[config.mk]
export PLATFORM = sky130hd
export DESIGN_NAME = mult_share_arbiter
export DESIGN_NICKNAME = d
export VERILOG_FILES = /design/src/rtl/mult_share_arbiter.sv
export SDC_FILE = /design/constraint.sdc
export NUM_CORES = 1
export LEC_CHECK = 0
export BUFFER_PORTS_ARGS = -buffer_cell sky130_fd_sc_hd__buf_2
export CAP_MARGIN = 20
export CORE_MARGIN = 2
export CORE_UTILIZATION = 40
export DETAILED_ROUTE_END_ITERATION = 16
export HOLD_SLACK_MARGIN = 0.02
export PLACE_DENSITY = 0.64
export SYNTH_ARGS = -nofsm -noshare
export SYNTH_HDL_FRONTEND = slang
export SYNTH_SLANG_ARGS = --single-unit
export TNS_END_PERCENT = 30
[constraint.sdc]
create_clock -name CLK -period 4 [get_ports CLK]
set_clock_uncertainty 0.1 [all_clocks]
set_input_delay 0.2 -clock CLK [delete_from_list [all_inputs] [get_ports CLK]]
set_output_delay 0.2 -clock CLK [all_outputs]
set_load 0.005 [all_outputs]
[src/rtl/mult_share_arbiter.sv]
// Two-port arbiter in front of one shared add-shift fraction multiplier.
// Each port offers a job on a valid/ready request channel and gets the
// product back on a valid/ready response channel. Ports are granted
// round-robin, the multiplier's St/Done handshake is sequenced here, and a
// watchdog turns a job whose Done never arrives into an error response.
//
// state | meaning
// ------+---------------------------------------------------------------
// IDLE  | waiting for a request; grant decided combinationally
// START | one-cycle mul_St pulse; Done ignored (may be stale from last job)
// BUSY  | waiting for mul_Done; watchdog counting
// RESP  | response held on the granted port until its rsp_ready
//
// TIMEOUT must lie in 2..255 (the watchdog is 8 bits wide).
module mult_share_arbiter #(
  parameter int WIDTH   = 4,
  parameter int PWIDTH  = 2*WIDTH-1,
  parameter int TIMEOUT = 15
) (
  input  logic              CLK,
  input  logic              Rst_n,
  input  logic              req0_valid,
  input  logic [WIDTH-1:0]  req0_mplier,
  input  logic [WIDTH-1:0]  req0_mcand,
  output logic              req0_ready,
  output logic              rsp0_valid,
  output logic [PWIDTH-1:0] rsp0_product,
  output logic              rsp0_err,
  input  logic              rsp0_ready,
  input  logic              req1_valid,
  input  logic [WIDTH-1:0]  req1_mplier,
  input  logic [WIDTH-1:0]  req1_mcand,
  output logic              req1_ready,
  output logic              rsp1_valid,
  output logic [PWIDTH-1:0] rsp1_product,
  output logic              rsp1_err,
  input  logic              rsp1_ready,
  output logic              mul_St,
  output logic [WIDTH-1:0]  mul_Mplier,
  output logic [WIDTH-1:0]  mul_Mcand,
  input  logic [PWIDTH-1:0] mul_Product,
  input  logic              mul_Done
);

  typedef enum logic [1:0] {
    IDLE  = 2'd0,
    START = 2'd1,
    BUSY  = 2'd2,
    RESP  = 2'd3
  } state_t;

  localparam logic [7:0] WDOG_LAST = 8'(TIMEOUT - 1);

  state_t            state_q, state_d;
  logic              rr_q, rr_d;
  logic              gnt_q, gnt_d;
  logic [7:0]        wdog_q, wdog_d;
  logic [WIDTH-1:0]  mplier_q, mplier_d;
  logic [WIDTH-1:0]  mcand_q, mcand_d;
  logic [PWIDTH-1:0] prod_q, prod_d;
  logic              err_q, err_d;
  logic              st_q, st_d;
  logic              rsp0_valid_q, rsp0_valid_d;
  logic              rsp1_valid_q, rsp1_valid_d;

  logic              gnt_c;
  logic              idle_c;
  logic              hs_c;
  logic              rsp_ack_c;

  // Request grant: on contention the rr pointer picks, otherwise the lone requester wins.
  always_comb begin
    gnt_c = (req0_valid && req1_valid) ? rr_q : req1_valid;
  end

  // Ready is offered only in IDLE, only to the granted port, and is forced low while in reset.
  always_comb begin
    idle_c     = (state_q == IDLE) && Rst_n;
    req0_ready = idle_c && req0_valid && !gnt_c;
    req1_ready = idle_c && req1_valid && gnt_c;
    hs_c       = req0_ready || req1_ready;
    rsp_ack_c  = gnt_q ? rsp1_ready : rsp0_ready;
  end

  // Next-state and datapath register updates for the job sequence.
  always_comb begin
    state_d  = state_q;
    rr_d     = rr_q;
    gnt_d    = gnt_q;
    wdog_d   = wdog_q;
    mplier_d = mplier_q;
    mcand_d  = mcand_q;
    prod_d   = prod_q;
    err_d    = err_q;
    unique case (state_q)
      IDLE: begin
        if (hs_c) begin
          gnt_d    = gnt_c;
          mplier_d = gnt_c ? req1_mplier : req0_mplier;
          mcand_d  = gnt_c ? req1_mcand  : req0_mcand;
          state_d  = START;
        end
      end
      START: begin
        // mul_Done is not looked at here: it can still be high from the previous job.
        wdog_d  = '0;
        state_d = BUSY;
      end
      BUSY: begin
        wdog_d = wdog_q + 8'd1;
        if (mul_Done) begin
          prod_d  = mul_Product;
          err_d   = 1'b0;
          state_d = RESP;
        end else if (wdog_q == WDOG_LAST) begin
          prod_d  = '0;
          err_d   = 1'b1;
          state_d = RESP;
        end
      end
      RESP: begin
        if (rsp_ack_c) begin
          rr_d    = ~gnt_q;
          state_d = IDLE;
        end
      end
    endcase
    st_d         = (state_d == START);
    rsp0_valid_d = (state_d == RESP) && !gnt_d;
    rsp1_valid_d = (state_d == RESP) && gnt_d;
  end

  // All state, including the registered handshake outputs, with async reset.
  always_ff @(posedge CLK or negedge Rst_n) begin
    if (!Rst_n) begin
      state_q      <= IDLE;
      rr_q         <= 1'b0;
      gnt_q        <= 1'b0;
      wdog_q       <= '0;
      mplier_q     <= '0;
      mcand_q      <= '0;
      prod_q       <= '0;
      err_q        <= 1'b0;
      st_q         <= 1'b0;
      rsp0_valid_q <= 1'b0;
      rsp1_valid_q <= 1'b0;
    end else begin
      state_q      <= state_d;
      rr_q         <= rr_d;
      gnt_q        <= gnt_d;
      wdog_q       <= wdog_d;
      mplier_q     <= mplier_d;
      mcand_q      <= mcand_d;
      prod_q       <= prod_d;
      err_q        <= err_d;
      st_q         <= st_d;
      rsp0_valid_q <= rsp0_valid_d;
      rsp1_valid_q <= rsp1_valid_d;
    end
  end

  // Output mapping; result fields read as zero on the port that is not being answered.
  always_comb begin
    mul_St       = st_q;
    mul_Mplier   = mplier_q;
    mul_Mcand    = mcand_q;
    rsp0_valid   = rsp0_valid_q;
    rsp1_valid   = rsp1_valid_q;
    rsp0_product = rsp0_valid_q ? prod_q : '0;
    rsp1_product = rsp1_valid_q ? prod_q : '0;
    rsp0_err     = rsp0_valid_q && err_q;
    rsp1_err     = rsp1_valid_q && err_q;
  end

endmodule

==> results.yml <==
outcome:
  status: "complete, no violations"
die:
  rows: 22
  start_util_pct: 42.7
  dieArea_mm2: 0.00452
  die_w_um: 67.2
  io_pins: 59
  core_mm2: 0.00374
  die_y_um: 67.2
logic_synthesis:
  avgSynthCellArea_um2: 10.0
  synth_fp_nets: 196
  yosys_warnings: 0
  synth-compound-area-share_pct: 15.0
  synth_ff_type: "dfrtp_1"
  synthSimpleGateAreaFrac_pct: 20.9
  ys_seq_area_share_pct: 48.6
  synthAdderAreaFrac_pct: 5.48
  synthMuxAreaShare_pct: 6.26
  synth_xor_xnor_area_share_pct: 0.548
  yosysUniqueCellTypes: 32
  synth_top_family_by_area: "simple AND/OR/NAND/NOR gates"
  netlist_area_mm2: 0.00160
  async_flop_share_pct: 100
  synth_cells: 159
  synth_edf_count: 0
  ys_seq_elements: 31
timing:
  rsz0062_at_grt: "false"
  tns_ns: 0
  whs_ns: 0.0421
  layout_setup_ws_ns: 1.87
  fin_crit_sh_pct: 53.4
  setup_viol_count_final: 0
  tightest_slew_ns: 1.04
  report.final.hold_viol_count: 0
  timing.final.crit_period_ns: 2.13
  timing.fmax_mhz: 468
  drv_slew: 0
  relSlewSlack_pct: 30.4
place:
  place_ws_ns: 1.87
  dp.cells: 262
  dp_hpwl_um: 2700
  dpl_cell_area_mm2: 0.00193
  portBuffers: 58
  place_congestion: 0.943
setup_path:
  reg2reg_depth: 6
  arrival_ns: 1.83
  critical_path_class: "reg2out"
  crit_fanout: 11
  worst_r2r_startpoint: "state_q[0]"
  startpoint: "rr_q"
  r2r_end: "prod_q[6]"
  cp.required_ns: 3.70
  start_kind: "flip-flop"
  endpoint_kind: "primary output"
  reg2reg_setup_slack_ns: 1.89
drt:
  wirelength_um: 3570
  ant_nets: 0
  via_per_inst: 5.06
  vias: 1377
  drc: 0
  avgRoutedWirePerCell_um: 13.1
  drt_iter0_markers: 72
  dr.pass1.iters: 4
clock_network:
  cts_root_buf: "clkbuf_8"
  cts_tree: "built"
  cts_max_level: 2
  cts_buffers: 5
  max-clock-path-buffers: 2
  cts.sinks: 31
  insertion_delay_ns: 0.28
  cts_setup_buffers: 0
  clk_pin_slew_ns: 0.06
power_and_ir_drop:
  power.density_mw_per_mm2: 638
  irDropWorstVdd_mv: 0.291
  leakagePower_nw: 1.11
worst_hold_path:
  min-delay-start: "mul_Product[5]"
  min_to: "prod_q[5]"
  hold_depth: 2
  hp-class: "in2reg"
global_routing:
  grt_pass1_wl_um: 5890
  grt_max_degree: 35
  antenna_found_initial: 0
  gr-usage-all-layers_pct: 17.4
  first_global_vias: 1345
  grt-ovfl-total: 0
layout:
  fillers: 358
  drive_above_1_share_pct: 33.0
  area_growth_pct: 28.4
  final_cells: 272
  multi_input_area_um2: 771
  final_area_mm2: 0.00205
  ff_latch_area_um2: 776
  n_antenna_cell: 0
  nets: 260
flow_run:
  drv_cap: 0
==> metrics by stage <==
step	util [%]	power, mW
floorplan	-	0.863
global placement	51.7	1.02
detailed placement	51.7	1.05
CTS	54.6	1.32
global route	54.8	1.43
finish	54.8	1.31
==> area by class of cell <==
class	count	share of cell area [%]
clock buffers	8	4.88
well taps	48	2.93
multi-input cells	116	37.6
flip-flops and latches	31	37.8
inverters	8	1.46
repair buffers	61	15.4
==> critical path, stage by stage (launching register included) <==
cell     delay [ns]
dfrtp_1        0.40
o21ai_1        0.81
nor2b_1        0.22
buf_2          0.12
==> state kept, by name (all words and copies together), names as in the netlist <==
| name | cells |
|---|---|
| err_q | 1 |
| gnt_q | 1 |
| mul_Mcand | 4 |
| mul_Mplier | 4 |
| mul_St | 1 |
| prod_q | 7 |
| rr_q | 1 |
| rsp0_valid | 1 |
| rsp1_valid | 1 |
| state_q | 2 |
| wdog_q | 8 |
==> timing repair <==
item | CTS | global route
hold buffers | 1 | 0
endpoints found under the hold margin | 31 | 0
gates resized for setup | 0 | 0
==> cells by family after synthesis <==
| group | Yosys count |
|---|---|
| compound gates | 36 |
| buf+inv | 12 |
| simple gates | 62 |
| xor+xnor | 1 |
| mux | 10 |
| flops | 31 |
| fa+ha+maj | 7 |
==> synth_stat cells (all sizes together) (2+ instances only) <==
library cell  count  area [um^2]
dfrtp            31          776
nand2            18         67.6
and2             17          106
o21ai            17         88.8
mux2i            10          100
nor2             10         42.5
a22o              8         70.1
inv               8         30.0
ha                7         87.6
nand3             7         35.0
a21oi             4         20.0
buf               3         17.5
nor3              3         20.0
nand4b            2         17.5
o31ai             2         15.0
==> cell usage in the layout (no fill, tap or decap), types with 2 or more instances in the layout <==
| master | synthesis | routed |
|---|---|---|
| buf_2 | 2 | 58 |
| dfrtp_1 | 31 | 31 |
| nand2_1 | 18 | 18 |
| and2_1 | 16 | 16 |
| o21ai_0 | 16 | 15 |
| mux2i_1 | 10 | 10 |
| inv_1 | 8 | 8 |
| nor2_1 | 8 | 8 |
| a22o_1 | 8 | 8 |
| nand3_1 | 7 | 7 |
| ha_1 | 7 | 7 |
| clkbuf_8 | 0 | 7 |
| a21oi_1 | 4 | 4 |
| nand4b_1 | 2 | 2 |
| nor3_1 | 2 | 2 |
| nor2_2 | 2 | 2 |
| o31ai_1 | 2 | 2 |
| buf_4 | 1 | 2 |
==> routing by layer <==
metal,track usage (%),wire [um],vias up
met5,0,0,-
met4,6.12,45,0
met3,5.00,206,6
met2,31.1,1810,41
met1,19.9,1510,651
li1,-,-,679
==> power breakdown <==
group,internal (mW),total [mW],switching (mW)
Clock,0.157,0.264,0.107
Combinational,0.242,0.532,0.290
Sequential,0.427,0.513,0.0863
Total,0.825,1.31,0.484
==> worst max-delay path by stage <==
stage	to	slack (ns)	depth (start not counted)
after floorplan	prod_q[0]	2.12	7
after global placement	mul_St	1.95	7
after detailed placement	prod_q[6]	1.87	6
after CTS	mul_St	1.67	8
after global routing	mul_St	1.72	9
final	req0_ready	1.87	3
No activity file was read; power rests on OpenSTA's default activity.
